===== src/rtl/register_file_sb.sv =====
// Integer register file with an integrated busy scoreboard; x0 always reads zero and is never busy.
// Optional `define WRITE_BYPASS_EN forwards same-cycle writeback data and busy-clear to the read ports.
module register_file_sb #(
    parameter int DATA_W = 32,
    parameter int ADDR_W = 5,
    parameter int NUM_RD = 2
) (
    input  logic                     i_clk,
    input  logic                     i_rst,
    input  logic                     i_reg_write,
    input  logic [ADDR_W-1:0]        i_addr_des,
    input  logic [DATA_W-1:0]        i_data,
    input  logic                     i_alloc,
    input  logic [ADDR_W-1:0]        i_alloc_addr,
    input  logic [NUM_RD*ADDR_W-1:0] i_addr_src,
    output logic [NUM_RD*DATA_W-1:0] o_data,
    output logic [NUM_RD-1:0]        o_src_busy,
    output logic [ADDR_W:0]          o_busy_cnt
);
    localparam int DEPTH = 2 ** ADDR_W;

    logic [DATA_W-1:0] regs_q [DEPTH];
    logic [DEPTH-1:0]  busy_q, busy_d;
    logic [ADDR_W:0]   cnt_q, cnt_d;
    logic              wr_hit, al_hit, cnt_inc, cnt_dec;

    // Reset gates the strobes so nothing pending leaks through the bypass while reset is held.
    assign wr_hit = i_reg_write && !i_rst && (i_addr_des != '0);
    assign al_hit = i_alloc && !i_rst && (i_alloc_addr != '0);

    // NOTE: the data array is reset on purpose: every register must read zero straight out of reset.
    always_ff @(posedge i_clk or posedge i_rst) begin
        if (i_rst) begin
            for (int i = 0; i < DEPTH; i++) regs_q[i] <= '0;
        end else if (wr_hit) begin
            regs_q[i_addr_des] <= i_data;
        end
    end

    // NOTE: default first so no latch is inferred; blocking order lets alloc override the write clear.
    always_comb begin
        busy_d = busy_q;
        if (wr_hit) busy_d[i_addr_des]   = 1'b0;
        if (al_hit) busy_d[i_alloc_addr] = 1'b1;
    end

    assign cnt_inc = al_hit && !busy_q[i_alloc_addr];
    assign cnt_dec = wr_hit && busy_q[i_addr_des] && !(al_hit && (i_alloc_addr == i_addr_des));
    assign cnt_d   = cnt_q + {{ADDR_W{1'b0}}, cnt_inc} - {{ADDR_W{1'b0}}, cnt_dec};

    // NOTE: sequential state uses non-blocking assignments only.
    always_ff @(posedge i_clk or posedge i_rst) begin
        if (i_rst) begin
            busy_q <= '0;
            cnt_q  <= '0;
        end else begin
            busy_q <= busy_d;
            cnt_q  <= cnt_d;
        end
    end

    assign o_busy_cnt = cnt_q;

    for (genvar k = 0; k < NUM_RD; k++) begin : g_rd
        logic [ADDR_W-1:0] src;
        assign src = i_addr_src[k*ADDR_W +: ADDR_W];
`ifdef WRITE_BYPASS_EN
        logic byp;
        assign byp = wr_hit && (src == i_addr_des);
        assign o_data[k*DATA_W +: DATA_W] = byp ? i_data : regs_q[src];
        assign o_src_busy[k] = byp ? (al_hit && (i_alloc_addr == src)) : busy_q[src];
`else
        assign o_data[k*DATA_W +: DATA_W] = regs_q[src];
        assign o_src_busy[k] = busy_q[src];
`endif
    end
endmodule


===== config.mk =====
export PLATFORM = sky130hd
export DESIGN_NAME = register_file_sb
export DESIGN_NICKNAME = d
export VERILOG_FILES = /design/src/rtl/register_file_sb.sv
export SDC_FILE = /design/constraint.sdc
export NUM_CORES = 2
export LEC_CHECK = 0
export ABC_AREA = 1
export BUFFER_PORTS_ARGS = -buffer_cell sky130_fd_sc_hd__buf_4
export CAP_MARGIN = 5
export CELL_PAD_IN_SITES_DETAIL_PLACEMENT = 0
export CELL_PAD_IN_SITES_GLOBAL_PLACEMENT = 1
export CORE_MARGIN = 4
export CORE_UTILIZATION = 50
export DETAILED_ROUTE_END_ITERATION = 7
export PLACE_DENSITY_LB_ADDON = 0.05
export SLEW_MARGIN = 10
export SYNTH_ARGS = -nofsm -noshare
export SYNTH_HDL_FRONTEND = slang
export SYNTH_SLANG_ARGS = --single-unit

===== constraint.sdc =====
create_clock -name i_clk -period 89.1 [get_ports i_clk]
set_input_delay 8.91 -clock i_clk [delete_from_list [all_inputs] [get_ports i_clk]]
set_output_delay 8.91 -clock i_clk [all_outputs]
set_load 0.05 [all_outputs]

# Word-level counts from Yosys, hierarchy flattened
# Index checks and enable logic that the tools add are counted.
[totals]
ff_bits = 1062
input_bits = 56
[op_classes]
magnitude_cmp = 10
eq_ne = 1
bitwise = 6
addsub = 2
n_mux = 23
n_reduce_logical = 16
[op_table]
columns = ["op", "count"]
rows = [
  ["$bwmux W1024", 1],
  ["$bmux W32 S5", 2],
  ["$mux W32", 7],
  ["$demux W32 S5", 1],
  ["$and A32 B32 Y32", 1],
  ["$not A32 Y32", 1],
  ["$or A32 B32 Y32", 1],
  ["$lt A5 B6 Y1 const B", 4],
  ["$bmux W1 S5", 4],
  ["$ge A6 B6 Y1 const B", 3],
  ["$not A5 Y6", 3],
  ["$logic_and A1 B1 Y1", 11],
  ["$demux W1 S5", 2],
  ["$ge A5 B1 Y1 const B", 2],
  ["$reduce_bool A5 Y1", 2],
  ["$add A6 B1 Y6", 1],
  ["$lt A6 B1 Y1 const B", 1],
  ["$mux W1", 6],
  ["$sub A6 B1 Y6", 1],
  ["$eq A5 B5 Y1", 1],
  ["$logic_not A1 Y1", 3],
]

# Longest topological paths before layout
[logic_depth]
depth_word = 9
ltp_mapped = 21
depth_no_buf = 19

# Least setup slack after synthesis
# No wires, ideal clock.
[synth_timing]
kind = "input port to output port"
from = "in i_addr_src[2]"
to = "out o_data[17]"
required_ps = 80190
arrival_ps = 10230
setup_slack_ps = 69960
stages = 10
path_cell_list = "buf_2 -> clkinv_1 -> buf_2 -> buf_1 -> nand3_1 -> nand2_1 -> nand2_1 -> nand2_1 -> nand2_1 -> nand2_1"
[synth_via]
elab_chain_len = 4
[synth_lines]
columns = ["element", "line", "rtl"]
rows = [
  ["start: declaration", "15", "input logic [NUM_RD*ADDR_W-1:0] i_addr_src,"],
  ["$not A5 Y6 (not written as such)", "73", "assign o_data[k*DATA_W +: DATA_W] = regs_q[src];"],
  ["$bmux W32 S5", "73", ""],
  ["$mux W32 (not written as such) (2 in a row)", "73", ""],
  ["end: declaration", "16", "output logic [NUM_RD*DATA_W-1:0] o_data,"],
]
# No other way between the ends. The select of a mux whose other input is x is not followed.

# Worst setup path in the final report
[layout_timing]
from = "in i_addr_src[5]"
to = "out o_data[33]"
# The elaborated chain is that of the path after synthesis.

==> run metrics <==
run status=finished clean; leakage power summed over all cells=30.5 nW; Unique masters post-synth=32; share of power burned in the clock network=0.389; part of the total power dissipated in sequential elements=0.430; IO Port Bufs=127; part of the Yosys area used for sequential elements=0.442; FP Rows=126; number of sinks driven by the clock tree=1,062; share of the clock period used by the worst path after layout=0.255; endpoints failing setup=0; core area=119,000 um^2; Max Buffers Root-to-Sink=3; DRT antenna net count=0; initial antenna violation count=5; number of top-level pins=128; transition at the pin with the smallest max-transition slack=1.20 ns; ys flop type=dfrtp_1; worst-case headroom to the max-slew limit=0.198; die area=126,000 um^2; Final Max Tran Viols=0; total routed wirelength=238,000 um; Overflow after GRT=0; worst hold path class=flop to flop; crit path DAT=13.78 ns; pin count of the biggest net entering global routing=177; final hold viol count=0; switching share of total power=0.315; number of iterations in the first detailed-routing pass=8; Post-Synthesis Net Count=8,879; most frequent cell after synthesis=nand2_1; type of the setup path with the least slack=input pin to primary output; total vias in the final route=59,900; TritonCTS clock tree=yes; unrepaired setup endpoints after global routing=no; synthesis-to-finish area growth=7.24%; setup TNS=0 ns; timing-limited maximum frequency=0.0441 GHz; largest area contributor in the synthesized netlist=dfrtp_1; total number of yosys warnings=0; number of flops mapped to enable cells by yosys=0; Cell Pwr Density=21.6 nW/um^2; # Post-CTS Setup Buffers=0; commonest cells in the synthesized netlist=nand2_1, nand3_1, dfrtp_1; placer's final routability congestion estimate=0.860; flops & latches, synth=1,062; count of hold-fix buffers inserted at cts=0; worst reg-to-reg setup slack=86.23 ns; cell chosen for the clock root=clkbuf_16; initial core utilization=0.506; fin crit period=22.69 ns; worst clock skew on the final layout=0.0101 ns; kind of end point of the critical path=primary output; ant diodes=0; area of placed instances=60,100 um^2; final cell count without fillers=10,100; Async SR Flop Fraction=1.00; net count of the finished layout=8,429; count of max-cap constraint violations=0; maximum resistive drop on vdd=0.0000192 V; Internal Pwr Total=0.000956 W; post-synthesis cell count=8,816; Psw=0.000439 W; first-pass GRT wire length=359,000 um; drt first-iter violations=8,214; CP required=80.19 ns; Worst Path Max Fanout=148; Area contributors post-synth=dfrtp_1, nand2_1, nand3_1; half-perimeter wire length after placement=119,000 um; Resized Gates After CTS=0; number of clock buffers inserted by TritonCTS=130; Design Area, Final=64,500 um^2; global-route total usage across every layer=0.371; maximum level of the CTS H-tree=4; clock latency on the worst-skew pair=0.76 ns; type of origin of the critical path=input pin; number of global-route vias before repair=56,000; DRC violations left=0; Total Power Consumption=0.00139 W; share of power burned in combinational logic=0.181; cell total after placement=9,834; mean cell area of the mapped netlist=6.82 um^2; via/cell ratio=5.95; netlist area before placement=60,100 um^2; die height=355 um; share of post-route cells with drive strength above 1=0.0568; wire length per cell=23.6 um; clock-pin transition on the worst setup and hold timing paths=0.06 ns; Die W=355 um; fraction of synthesized cell area taken by the top area cell type=0.442
## power by group through the flow
stage | combinational [W] | sequential, W | clock, W
after floorplan | 0.000185 | 0.000598 | 0
after global placement | 0.000247 | 0.000604 | 0
after detailed placement | 0.000251 | 0.000605 | 0
after CTS | 0.000252 | 0.000597 | 0.000549
after global routing | 0.000285 | 0.000607 | 0.000568
final | 0.000253 | 0.000599 | 0.000543
## layout by cell type, fill, tap and decap left out, types with 2 or more instances in the layout
| master | instances |
|---|---|
| a21oi_1 | 7 |
| nand2_4 | 7 |
| clkbuf_1 | 32 |
| nor3_4 | 4 |
| inv_1 | 73 |
| inv_6 | 3 |
| inv_8 | 7 |
| ha_1 | 6 |
| nand4_1 | 4 |
| buf_4 | 204 |
| nor2_1 | 32 |
| buf_8 | 4 |
| nand2_2 | 2 |
| clkinv_2 | 42 |
| o22ai_1 | 6 |
| buf_12 | 7 |
| xor2_1 | 3 |
| clkbuf_8 | 36 |
| dfrtp_1 | 1062 |
| clkbuf_16 | 139 |
| nor3_1 | 8 |
| nand2_1 | 4115 |
| o21ai_0 | 684 |
| inv_4 | 3 |
| inv_2 | 11 |
| nand3_1 | 1600 |
| o21ai_1 | 349 |
| bufinv_16 | 5 |
| nor2_2 | 3 |
| xnor2_1 | 2 |
## stage by stage
step | util | hold slack (ns) | worst slack [ns]
floorplan | - | 0.451 | 50.30
global placement | 0.506 | 0.386 | 66.56
detailed placement | 0.506 | 0.390 | 66.52
CTS | 0.543 | 0.402 | 66.52
global route | 0.543 | 0.411 | 66.17
finish | 0.543 | 0.403 | 66.41
## logic make-up after synthesis
family / share of synthesized area
AOI/OAI and AO/OA: 0.0875
xor gates and xnor gates: 0.000729
adders and majority gates: 0.00158
buffers and inverters: 0.0718
DFF: 0.442
and+or+nand+nor: 0.396
## layout make-up
type | instances | area (um^2)
timing repair buffer | 217 | 1760
sequential | 1062 | 26600
tap | 1600 | 2000
clock buffer | 205 | 4070
inverter | 117 | 528
multi-input combinational | 6838 | 29200
clock inverter | 28 | 279
fill | 11900 | 54300
## final timing paths
check | endpoint | cells after the start | from
setup / recovery | o_data[33] | 14 | i_addr_src[5]
hold / removal | regs_q[1001] | 0 | regs_q[1001]
setup reg to reg | o_busy_cnt[4] | 14 | busy_q[8]
hold reg to reg | regs_q[1001] | 0 | regs_q[1001]
max in group asynchronous | regs_q[961] | 4 | i_rst
min in group asynchronous | busy_q[1] | 2 | i_rst
## sequential cells by signal (all words and copies together), names as in the netlist
name / cells
busy_q: 32
o_busy_cnt: 6
regs_q: 1024
## per-layer routing
layer | up-vias | routed length [um] | global-route usage
met5 | - | 26 | 0
met4 | 4 | 10400 | 0.151
met3 | 558 | 22300 | 0.0620
met2 | 3111 | 104000 | 0.575
met1 | 28600 | 101000 | 0.520
li1 | 27600 | - | -
## worst max-delay path, cell delays in order
cell and delay [ns]:
buf_8 0.20, inv_8 0.76, buf_4 0.94, buf_4 0.83, buf_4 0.77, nand2_1 0.11, nand3_1 0.10, nand3_1 0.10
nand2_1 0.10, nand2_1 0.05, nand2_1 0.09, nand2_1 0.08, nand2_1 0.23, buf_4 0.26
Note: power is estimated with default switching activity, not from simulation.
